`src/rtl/gf_pkg.sv`:
```
// -----------------------------------------------------------------------------
// gf_pkg
// Shared types and constants for the geofence driver and its job buffer.
//   COORD_W   : coordinate width (unsigned pass-through)
//   FENCE_PTS : fence vertices per job
//   FRAME_PTS : points per job frame (object + fence)
//   IDX_W     : width of a point index within a frame
//   point_t   : one {x, y} coordinate pair
//   state_t   : driver FSM states
// -----------------------------------------------------------------------------
package gf_pkg;

    localparam int COORD_W   = 10;
    localparam int FENCE_PTS = 6;
    localparam int FRAME_PTS = FENCE_PTS + 1;
    localparam int IDX_W     = $clog2(FRAME_PTS);

    typedef struct packed {
        logic [COORD_W-1:0] x;
        logic [COORD_W-1:0] y;
    } point_t;

    typedef enum logic {
        SEND = 1'b0,
        WAIT = 1'b1
    } state_t;

    // Saturating increment for the 16-bit statistics counters.
    function automatic logic [15:0] sat_inc16(input logic [15:0] v);
        return (v == 16'hFFFF) ? v : v + 16'd1;
    endfunction

endpackage

```
`src/rtl/geofence_driver_if.sv`:
```
// -----------------------------------------------------------------------------
// geofence_driver_if
// Bundles the host load port, the engine X/Y bus, the engine result strobe and
// the host result port of the geofence driver.
//   Load port   : ld_valid, ld_ready, ld_x, ld_y, ld_id
//   Engine bus  : X, Y (to engine), gf_valid, gf_inside (from engine)
//   Result port : res_valid, res_inside, res_id, err_timeout
// Modports:
//   master : the driver itself
//   slave  : the host/engine side (testbench or surrounding system)
// -----------------------------------------------------------------------------
interface geofence_driver_if #(
    parameter int ID_W = 4
);
    logic                       ld_valid;
    logic                       ld_ready;
    logic [gf_pkg::COORD_W-1:0] ld_x;
    logic [gf_pkg::COORD_W-1:0] ld_y;
    logic [ID_W-1:0]            ld_id;

    logic [gf_pkg::COORD_W-1:0] X;
    logic [gf_pkg::COORD_W-1:0] Y;
    logic                       gf_valid;
    logic                       gf_inside;

    logic                       res_valid;
    logic                       res_inside;
    logic [ID_W-1:0]            res_id;
    logic                       err_timeout;

    modport master (
        input  ld_valid, ld_x, ld_y, ld_id, gf_valid, gf_inside,
        output ld_ready, X, Y, res_valid, res_inside, res_id, err_timeout
    );

    modport slave (
        output ld_valid, ld_x, ld_y, ld_id, gf_valid, gf_inside,
        input  ld_ready, X, Y, res_valid, res_inside, res_id, err_timeout
    );

endinterface

```
`src/rtl/gf_job_buf.sv`:
```
// -----------------------------------------------------------------------------
// gf_job_buf
// Ping-pong job store: two banks of FRAME_PTS points plus a job tag and a full
// flag each. The write side fills the bank at wr_bank point by point; the read
// side presents the point at rd_idx of the bank at rd_bank.
// Ports:
//   clk, reset  : clock, asynchronous active-high reset (clears pointers/flags)
//   wr_en       : accept wr_pt (and wr_id on the first point of a job)
//   wr_ready    : bank at wr_bank is not full
//   rd_idx      : point index presented on rd_pt
//   rd_release  : current read bank is done; clear its full flag and swap
//   rd_pt/rd_id : point and tag of the read bank
//   nxt_full    : full flag of the bank that is the read bank after this cycle
// -----------------------------------------------------------------------------
module gf_job_buf
    import gf_pkg::*;
#(
    parameter int ID_W = 4
) (
    input  logic             clk,
    input  logic             reset,
    input  logic             wr_en,
    input  point_t           wr_pt,
    input  logic [ID_W-1:0]  wr_id,
    output logic             wr_ready,
    input  logic [IDX_W-1:0] rd_idx,
    input  logic             rd_release,
    output point_t           rd_pt,
    output logic [ID_W-1:0]  rd_id,
    output logic             nxt_full
);

    point_t          mem    [0:1][0:FRAME_PTS-1];
    logic [ID_W-1:0] id_mem [0:1];

    logic [1:0]       full_reg, full_next;
    logic             wr_bank_reg;
    logic             rd_bank_reg;
    logic [IDX_W-1:0] wr_cnt_reg;
    logic             wr_done;

    assign wr_done  = wr_en && (wr_cnt_reg == IDX_W'(FRAME_PTS - 1));
    assign wr_ready = ~full_reg[wr_bank_reg];

    // Storage needs no reset: the full flags alone decide whether it is valid.
    always_ff @(posedge clk) begin
        if (wr_en) begin
            mem[wr_bank_reg][wr_cnt_reg] <= wr_pt;
            if (wr_cnt_reg == '0) begin
                id_mem[wr_bank_reg] <= wr_id;
            end
        end
    end

    // The write side only ever targets a non-full bank, so set and clear never
    // hit the same bank in one cycle.
    generate
        for (genvar gi = 0; gi < 2; gi++) begin : g_full
            assign full_next[gi] =
                (full_reg[gi] | (wr_done && (wr_bank_reg == 1'(gi))))
                & ~(rd_release && (rd_bank_reg == 1'(gi)));
        end
    endgenerate

    always_ff @(posedge clk or posedge reset) begin
        if (reset) begin
            full_reg    <= '0;
            wr_bank_reg <= 1'b0;
            rd_bank_reg <= 1'b0;
            wr_cnt_reg  <= '0;
        end else begin
            full_reg <= full_next;
            if (wr_en) begin
                wr_cnt_reg <= wr_done ? '0 : wr_cnt_reg + 1'b1;
            end
            if (wr_done) begin
                wr_bank_reg <= ~wr_bank_reg;
            end
            if (rd_release) begin
                rd_bank_reg <= ~rd_bank_reg;
            end
        end
    end

    assign rd_pt    = mem[rd_bank_reg][rd_idx];
    assign rd_id    = id_mem[rd_bank_reg];
    assign nxt_full = rd_release ? full_reg[~rd_bank_reg] : full_reg[rd_bank_reg];

endmodule

```
`src/rtl/geofence_driver.sv`:
```
// -----------------------------------------------------------------------------
// geofence_driver
// Accepts jobs (one object point + six fence points) from a host, streams each
// job onto the geofence engine X/Y bus in a fixed 7-cycle frame, waits for the
// engine's result strobe and returns a tagged inside/outside result.
// When no job is ready at the start of a frame a bubble frame (all zero
// points) is sent and its result is dropped, keeping the engine cadence fixed.
// Ports:
//   clk, reset : clock, asynchronous active-high reset
//   bus        : geofence_driver_if.master (load port, engine bus, results)
//   jobs_done, inside_cnt, bubble_cnt : 16-bit saturating statistics, present
//                only when GF_DRV_STATS_EN is defined
// Parameters:
//   ID_W    : job tag width
//   TIMEOUT : cycles in WAIT before err_timeout sets (sticky)
// Optional feature macro: GF_DRV_STATS_EN
// -----------------------------------------------------------------------------
module geofence_driver
    import gf_pkg::*;
#(
    parameter int ID_W    = 4,
    parameter int TIMEOUT = 1023
) (
    input  logic                clk,
    input  logic                reset,
    geofence_driver_if.master   bus
`ifdef GF_DRV_STATS_EN
    ,
    output logic [15:0]         jobs_done,
    output logic [15:0]         inside_cnt,
    output logic [15:0]         bubble_cnt
`endif
);

    localparam int TMO_W = $clog2(TIMEOUT + 1);

    state_t           state_reg, state_next;
    logic [IDX_W-1:0] cnt_reg, cnt_next;
    logic             live_reg, live_next;
    logic [TMO_W-1:0] tmo_reg, tmo_next;
    logic             err_reg, err_next;

    logic             res_valid_reg;
    logic             res_inside_reg;
    logic [ID_W-1:0]  res_id_reg;

    logic             wr_en;
    logic             wr_ready;
    point_t           wr_pt;
    point_t           rd_pt;
    logic [ID_W-1:0]  rd_id;
    logic             nxt_full;
    logic             release_job;

    assign wr_pt = '{x: bus.ld_x, y: bus.ld_y};
    assign wr_en = bus.ld_valid && wr_ready;

    // A live frame's result frees its bank; a bubble's result is ignored.
    assign release_job = (state_reg == WAIT) && bus.gf_valid && live_reg;

    gf_job_buf #(
        .ID_W (ID_W)
    ) u_job_buf (
        .clk        (clk),
        .reset      (reset),
        .wr_en      (wr_en),
        .wr_pt      (wr_pt),
        .wr_id      (bus.ld_id),
        .wr_ready   (wr_ready),
        .rd_idx     (cnt_reg),
        .rd_release (release_job),
        .rd_pt      (rd_pt),
        .rd_id      (rd_id),
        .nxt_full   (nxt_full)
    );

    always_ff @(posedge clk or posedge reset) begin
        if (reset) begin
            state_reg <= SEND;
            cnt_reg   <= '0;
            live_reg  <= 1'b0;
            tmo_reg   <= '0;
            err_reg   <= 1'b0;
        end else begin
            state_reg <= state_next;
            cnt_reg   <= cnt_next;
            live_reg  <= live_next;
            tmo_reg   <= tmo_next;
            err_reg   <= err_next;
        end
    end

    always_comb begin
        state_next = state_reg;
        cnt_next   = cnt_reg;
        live_next  = live_reg;
        tmo_next   = tmo_reg;
        err_next   = err_reg;
        bus.X      = '0;
        bus.Y      = '0;

        case (state_reg)
            SEND: begin
                tmo_next = '0;
                if (live_reg) begin
                    bus.X = rd_pt.x;
                    bus.Y = rd_pt.y;
                end
                if (cnt_reg == IDX_W'(FRAME_PTS - 1)) begin
                    state_next = WAIT;
                    cnt_next   = '0;
                end else begin
                    cnt_next = cnt_reg + 1'b1;
                end
            end
            WAIT: begin
                // Counter saturates, so err sets exactly once when the
                // TIMEOUT-th WAIT cycle completes.
                if (tmo_reg != TMO_W'(TIMEOUT)) begin
                    tmo_next = tmo_reg + 1'b1;
                end
                if (tmo_reg == TMO_W'(TIMEOUT - 1)) begin
                    err_next = 1'b1;
                end
                if (bus.gf_valid) begin
                    state_next = SEND;
                    cnt_next   = '0;
                    tmo_next   = '0;
                    // Live/bubble is decided on the bank that will be read
                    // next, after any release happening this cycle.
                    live_next  = nxt_full;
                end
            end
            default: begin
                state_next = SEND;
                cnt_next   = '0;
            end
        endcase
    end

    always_ff @(posedge clk or posedge reset) begin
        if (reset) begin
            res_valid_reg  <= 1'b0;
            res_inside_reg <= 1'b0;
            res_id_reg     <= '0;
        end else begin
            res_valid_reg <= release_job;
            if (release_job) begin
                res_inside_reg <= bus.gf_inside;
                res_id_reg     <= rd_id;
            end
        end
    end

    assign bus.ld_ready    = wr_ready;
    assign bus.res_valid   = res_valid_reg;
    assign bus.res_inside  = res_inside_reg;
    assign bus.res_id      = res_id_reg;
    assign bus.err_timeout = err_reg;

`ifdef GF_DRV_STATS_EN
    logic [15:0] jobs_done_reg;
    logic [15:0] inside_cnt_reg;
    logic [15:0] bubble_cnt_reg;
    logic        bubble_issued;

    // A bubble frame counts once, in its first SEND cycle (covers reset exit).
    assign bubble_issued = (state_reg == SEND) && (cnt_reg == '0) && !live_reg;

    always_ff @(posedge clk or posedge reset) begin
        if (reset) begin
            jobs_done_reg  <= '0;
            inside_cnt_reg <= '0;
            bubble_cnt_reg <= '0;
        end else begin
            if (release_job) begin
                jobs_done_reg <= sat_inc16(jobs_done_reg);
            end
            if (release_job && bus.gf_inside) begin
                inside_cnt_reg <= sat_inc16(inside_cnt_reg);
            end
            if (bubble_issued) begin
                bubble_cnt_reg <= sat_inc16(bubble_cnt_reg);
            end
        end
    end

    assign jobs_done  = jobs_done_reg;
    assign inside_cnt = inside_cnt_reg;
    assign bubble_cnt = bubble_cnt_reg;
`endif

endmodule

```
`src/flat_wrapper.sv`:
```
// flat-port wrapper written by rule: the top's interface ports become plain ports
module geofence_driver_flat import gf_pkg::*;
#(
    parameter int ID_W    = 4,
    parameter int TIMEOUT = 1023
)
  (clk, reset, bus_ld_valid, bus_ld_x, bus_ld_y, bus_ld_id, bus_gf_valid, bus_gf_inside, bus_ld_ready, bus_X, bus_Y, bus_res_valid, bus_res_inside, bus_res_id, bus_err_timeout);
  geofence_driver_if #(.ID_W(ID_W)) bus_i ();
  input  logic clk;
  input  logic reset;
  input wire logic [$bits(bus_i.ld_valid)-1:0] bus_ld_valid;
  input wire logic [$bits(bus_i.ld_x)-1:0] bus_ld_x;
  input wire logic [$bits(bus_i.ld_y)-1:0] bus_ld_y;
  input wire logic [$bits(bus_i.ld_id)-1:0] bus_ld_id;
  input wire logic [$bits(bus_i.gf_valid)-1:0] bus_gf_valid;
  input wire logic [$bits(bus_i.gf_inside)-1:0] bus_gf_inside;
  output wire logic [$bits(bus_i.ld_ready)-1:0] bus_ld_ready;
  output wire logic [$bits(bus_i.X)-1:0] bus_X;
  output wire logic [$bits(bus_i.Y)-1:0] bus_Y;
  output wire logic [$bits(bus_i.res_valid)-1:0] bus_res_valid;
  output wire logic [$bits(bus_i.res_inside)-1:0] bus_res_inside;
  output wire logic [$bits(bus_i.res_id)-1:0] bus_res_id;
  output wire logic [$bits(bus_i.err_timeout)-1:0] bus_err_timeout;
  assign bus_i.ld_valid = bus_ld_valid;
  assign bus_i.ld_x = bus_ld_x;
  assign bus_i.ld_y = bus_ld_y;
  assign bus_i.ld_id = bus_ld_id;
  assign bus_i.gf_valid = bus_gf_valid;
  assign bus_i.gf_inside = bus_gf_inside;
  assign bus_ld_ready = bus_i.ld_ready;
  assign bus_X = bus_i.X;
  assign bus_Y = bus_i.Y;
  assign bus_res_valid = bus_i.res_valid;
  assign bus_res_inside = bus_i.res_inside;
  assign bus_res_id = bus_i.res_id;
  assign bus_err_timeout = bus_i.err_timeout;
  geofence_driver #(.ID_W(ID_W), .TIMEOUT(TIMEOUT)) u_core (.clk(clk), .reset(reset), .bus(bus_i));
endmodule
```
`config.mk`:
```
export PLATFORM = sky130hd
export DESIGN_NAME = geofence_driver_flat
export DESIGN_NICKNAME = d
export VERILOG_FILES = /design/src/rtl/gf_pkg.sv /design/src/rtl/geofence_driver_if.sv /design/src/rtl/gf_job_buf.sv /design/src/rtl/geofence_driver.sv /design/src/flat_wrapper.sv
export SDC_FILE = /design/constraint.sdc
export NUM_CORES = 1
export LEC_CHECK = 0
export BUFFER_PORTS_ARGS = -buffer_cell sky130_fd_sc_hd__buf_4
export CAP_MARGIN = 5
export CORE_MARGIN = 10
export CORE_UTILIZATION = 44
export CTS_BUF_LIST = sky130_fd_sc_hd__clkbuf_4 sky130_fd_sc_hd__clkbuf_8
export CTS_CLUSTER_SIZE = 24
export DETAILED_ROUTE_END_ITERATION = 6
export SYNTH_ARGS = -nofsm -noshare
export SYNTH_HDL_FRONTEND = slang
export SYNTH_SLANG_ARGS = --single-unit
export TNS_END_PERCENT = 5
```
`constraint.sdc`:
```
create_clock -name clk -period 6.4 [get_ports clk]
set_input_delay 0.32 -clock clk [delete_from_list [all_inputs] [get_ports clk]]
set_output_delay 0.32 -clock clk [all_outputs]
set_load 0.01 [all_outputs]
```
==> results.yml <==
floorplan:
  ioPinCount: 57
  die_h_um: 189
  coreArea_um2: 28000
  rows: 61
  die_area_um2: 35800
  initial_core_util: 0.450
  die_width_um: 189
power:
  comb_power_share: 0.253
  cell_internal_pwr_mw: 4.03
  pwr-share-seq: 0.451
  p_switching_mw: 1.75
  total_power_mw: 5.79
  p_leak_nw: 4.88
  power_switching_share: 0.303
  ir_drop_mv: 0.231
  pwr-share-clk: 0.295
  p_per_area_nw_per_um2: 394
synth:
  synth-simple-area-share: 0.0374
  synth_compound_gate_area_share: 0.0461
  synth_fp_nets: 729
  yosys-top-cells-count: "288 x sky130_fd_sc_hd__edfxtp_1, 65 x sky130_fd_sc_hd__mux2i_1, 40 x sky130_fd_sc_hd__nor2_1, 36 x sky130_fd_sc_hd__o22ai_1, 33 x sky130_fd_sc_hd__o21ai_0"
  synth_area_per_cell_um2: 18.1
  netlist-cell-type-count: 42
  synth_edf_count: 288
  synth_largest_type_area_fraction: 0.686
  netlist_top_cells_area: "sky130_fd_sc_hd__edfxtp_1 69%, sky130_fd_sc_hd__dfrtp_1 5.8%, sky130_fd_sc_hd__mux4_1 5.4%"
  asyncSetResetFlopFracSynth: 0.0915
  post-synth-top-count-cell: "sky130_fd_sc_hd__edfxtp_1"
  synth_top_cell_by_area: "sky130_fd_sc_hd__edfxtp_1"
  post_synth_mux_area_share: 0.146
  synth_warnings: 0
  synthesis.area_um2: 12600
  syn_inst: 695
  yosys.area_share.xor_xnor: 0.00417
  largest_family_of_logic_cells_by_synthesized_area: "multiplexers"
  synth-seq-cells: 317
  synth_seq_area_share: 0.743
  synthFlopType: "sky130_fd_sc_hd__edfxtp_1"
  synth_fa_ha_area_frac: 0.00496
cts:
  cts_root_buffer: "sky130_fd_sc_hd__clkbuf_8"
  cts-buffers-inserted: 50
  cts.reportedPaths.clkPinSlew_ns: 0.06
  clock_path_buffers: 3
  clkLatencyLatePin_ns: 0.58
  cts_tree: "done"
  cts-resized-gates: 0
  tritoncts_num_sinks: 317
  cts-htree-levels: 2
  post_cts_hold_buffer_count: 13
  cts_setup_buffers: 0
placement:
  globalplace.congestion: 0.736
  detailed_place_hpwl_mm: 15.0
  io_buffers: 56
  post-place-cells: 1107
routing:
  routed-via-count: 6706
  detail_route.first_pass.iterations: 4
  vias_per_cell: 5.51
  initialDrtViolationCount: 484
  detail_route.wl_per_cell_um: 22.7
  total_drc_errors_in_the_routed_layout: 0
  wirelength_mm: 27.6
  antenna_left: 0
global_route:
  antenna_found_initial: 0
  global_route_wire_length_before_repair_mm: 42.5
  track_usage: 0.154
  maximum_number_of_pins_on_one_net_before_global_route_repair: 50
  via_count_of_the_first_global_routing_pass: 7185
  globalRouteOverflowTotal: 0
timing:
  timing.fmax_mhz: 266
  finalSetupViolations: 0
  totalNegativeSetupSlack_ns: 0
  finalMaxSlewViolations: 0
  clock-skew-final_ns: 0.0217
  setup_repair_after_global_routing_missed_its_margin: "false"
  shortest_clock_period_the_worst_path_allows_after_layout_ns: 3.76
  period_share: 0.587
  timing.hold.ws_ns: 0.0342
  slew-limit-headroom: 0.218
  worst_pin_slew_ns: 1.17
  hold_viol: 0
finish:
  fillers: 2273
  instances_no_fill: 1216
  utilization: 0.524
  final_layout_size_suffix_gt1_frac: 0.240
  ff_latch_area_um2: 9380
  design.final.nets: 830
  n_antenna_cell: 0
  syn_to_final_growth_pct: 16.4
  area_occupied_by_multi_input_gates_um2: 3080
  largest_register_ff_count: 280
hold_path:
  min_path_type: "input pin to flop"
job:
  drv.max_cap_violation_count: 0
setup_path:
  master_of_the_slowest_instance_on_the_critical_path: "sky130_fd_sc_hd__dfrtp_4"
  crit_fanout: 49
  crit_arrival_ns: 3.44
  crit_path_max_incr_delay_ns: 0.98
  critPathKind: "flop to output port"
  path_buf_inv: 2
  cp_cell_sequence: "buf_4, mux4_1, mux2_2, o22ai_1, nor2_1, buf_4"
  critical_path.endpoint_type: "output port"
  cpMostUsedCell: "sky130_fd_sc_hd__buf_4"
  crit_path_start_kind: "flop"
  largest_delay_contributor_family_on_the_critical_path: "flip-flops"
  worst-endpoint-required_ns: 6.08
outcome:
  outcome: "finished, final reports clean"
-- power groups by stage --
stage                     Combinational [mW]  Clock (mW)  Sequential (mW)
after floorplan                         1.12           0             2.55
after global placement                  1.43           0             2.64
after detailed placement                1.48           0             2.65
after CTS                               1.49        1.75             2.61
after global routing                    1.60        1.86             2.63
final                                   1.47        1.71             2.61
-- cell type report --
type / instances / share of cell area
Inverter: 8 / 0.00205
Clock buffer: 67 / 0.0564
Tap cell: 378 / 0.0322
Multi-Input combinational cell: 331 / 0.210
Clock inverter: 27 / 0.0120
Timing Repair Buffer: 88 / 0.0487
Sequential cell: 317 / 0.639
-- routing by layer --
metal | track usage | part of all wire
met1 | 0.200 | 0.44
met2 | 0.256 | 0.49
met3 | 0.0292 | 0.050
met4 | 0.0510 | 0.022
met5 | 0 | 0
-- cells by family (layout without fill, tap and decap cells) --
| logic type | count (synthesis) | after routing |
|---|---|---|
| buffers and inverters | 47 | 190 |
| AO/OA/AOI/OAI | 96 | 96 |
| AND/OR/NAND/NOR | 102 | 102 |
| XOR/XNOR | 6 | 6 |
| adder cells (fa/ha/maj) | 5 | 5 |
| multiplexers | 122 | 122 |
| flip-flops | 317 | 317 |
-- through the flow --
stage | cell area (um^2) | setup slack (ns)
after floorplan | 12600 | 3.28
after global placement | 13500 | 3.26
after detailed placement | 13500 | 3.20
after CTS | 14600 | 2.59
after global routing | 14700 | 2.44
final | 14700 | 2.64
-- path summary, 6_finish.rpt --
path	from	to	slack, ns	cells past startpoint
worst max-delay path	u_core.u_job_buf.rd_bank_reg	bus_Y[8]	2.64	6
worst min-delay path	bus_ld_x[7]	u_core.u_job_buf.mem[1][137]	0.03	1
worst max register to register	u_core.u_job_buf.wr_bank_reg	u_core.u_job_buf.mem[0][106]	3.19	5
worst min register to register	u_core.bus.err_timeout	u_core.bus.err_timeout	0.48	1
max in group asynchronous	reset	u_core.cnt_reg[1]	5.44	4
min in group asynchronous	reset	u_core.bus.res_id[0]	0.43	3
-- cells in the final DEF, fill, tap and decap left out, types with 7 or more instances in the layout --
| master | count |
|---|---|
| sky130_fd_sc_hd__edfxtp_1 | 288 |
| sky130_fd_sc_hd__buf_4 | 73 |
| sky130_fd_sc_hd__mux2i_1 | 65 |
| sky130_fd_sc_hd__clkbuf_8 | 52 |
| sky130_fd_sc_hd__o22ai_1 | 36 |
| sky130_fd_sc_hd__o21ai_0 | 33 |
| sky130_fd_sc_hd__nor2_1 | 32 |
| sky130_fd_sc_hd__dfrtp_1 | 27 |
| sky130_fd_sc_hd__mux4_1 | 26 |
| sky130_fd_sc_hd__nand2_1 | 17 |
| sky130_fd_sc_hd__mux2_2 | 17 |
| sky130_fd_sc_hd__clkbuf_4 | 15 |
| sky130_fd_sc_hd__clkinv_1 | 15 |
| sky130_fd_sc_hd__mux4_2 | 14 |
| sky130_fd_sc_hd__dlygate4sd3_1 | 14 |
| sky130_fd_sc_hd__nand3_1 | 9 |
| sky130_fd_sc_hd__inv_1 | 8 |
| sky130_fd_sc_hd__a21oi_1 | 8 |
| sky130_fd_sc_hd__clkinv_2 | 7 |
No activity file was read; power rests on OpenSTA's default activity.
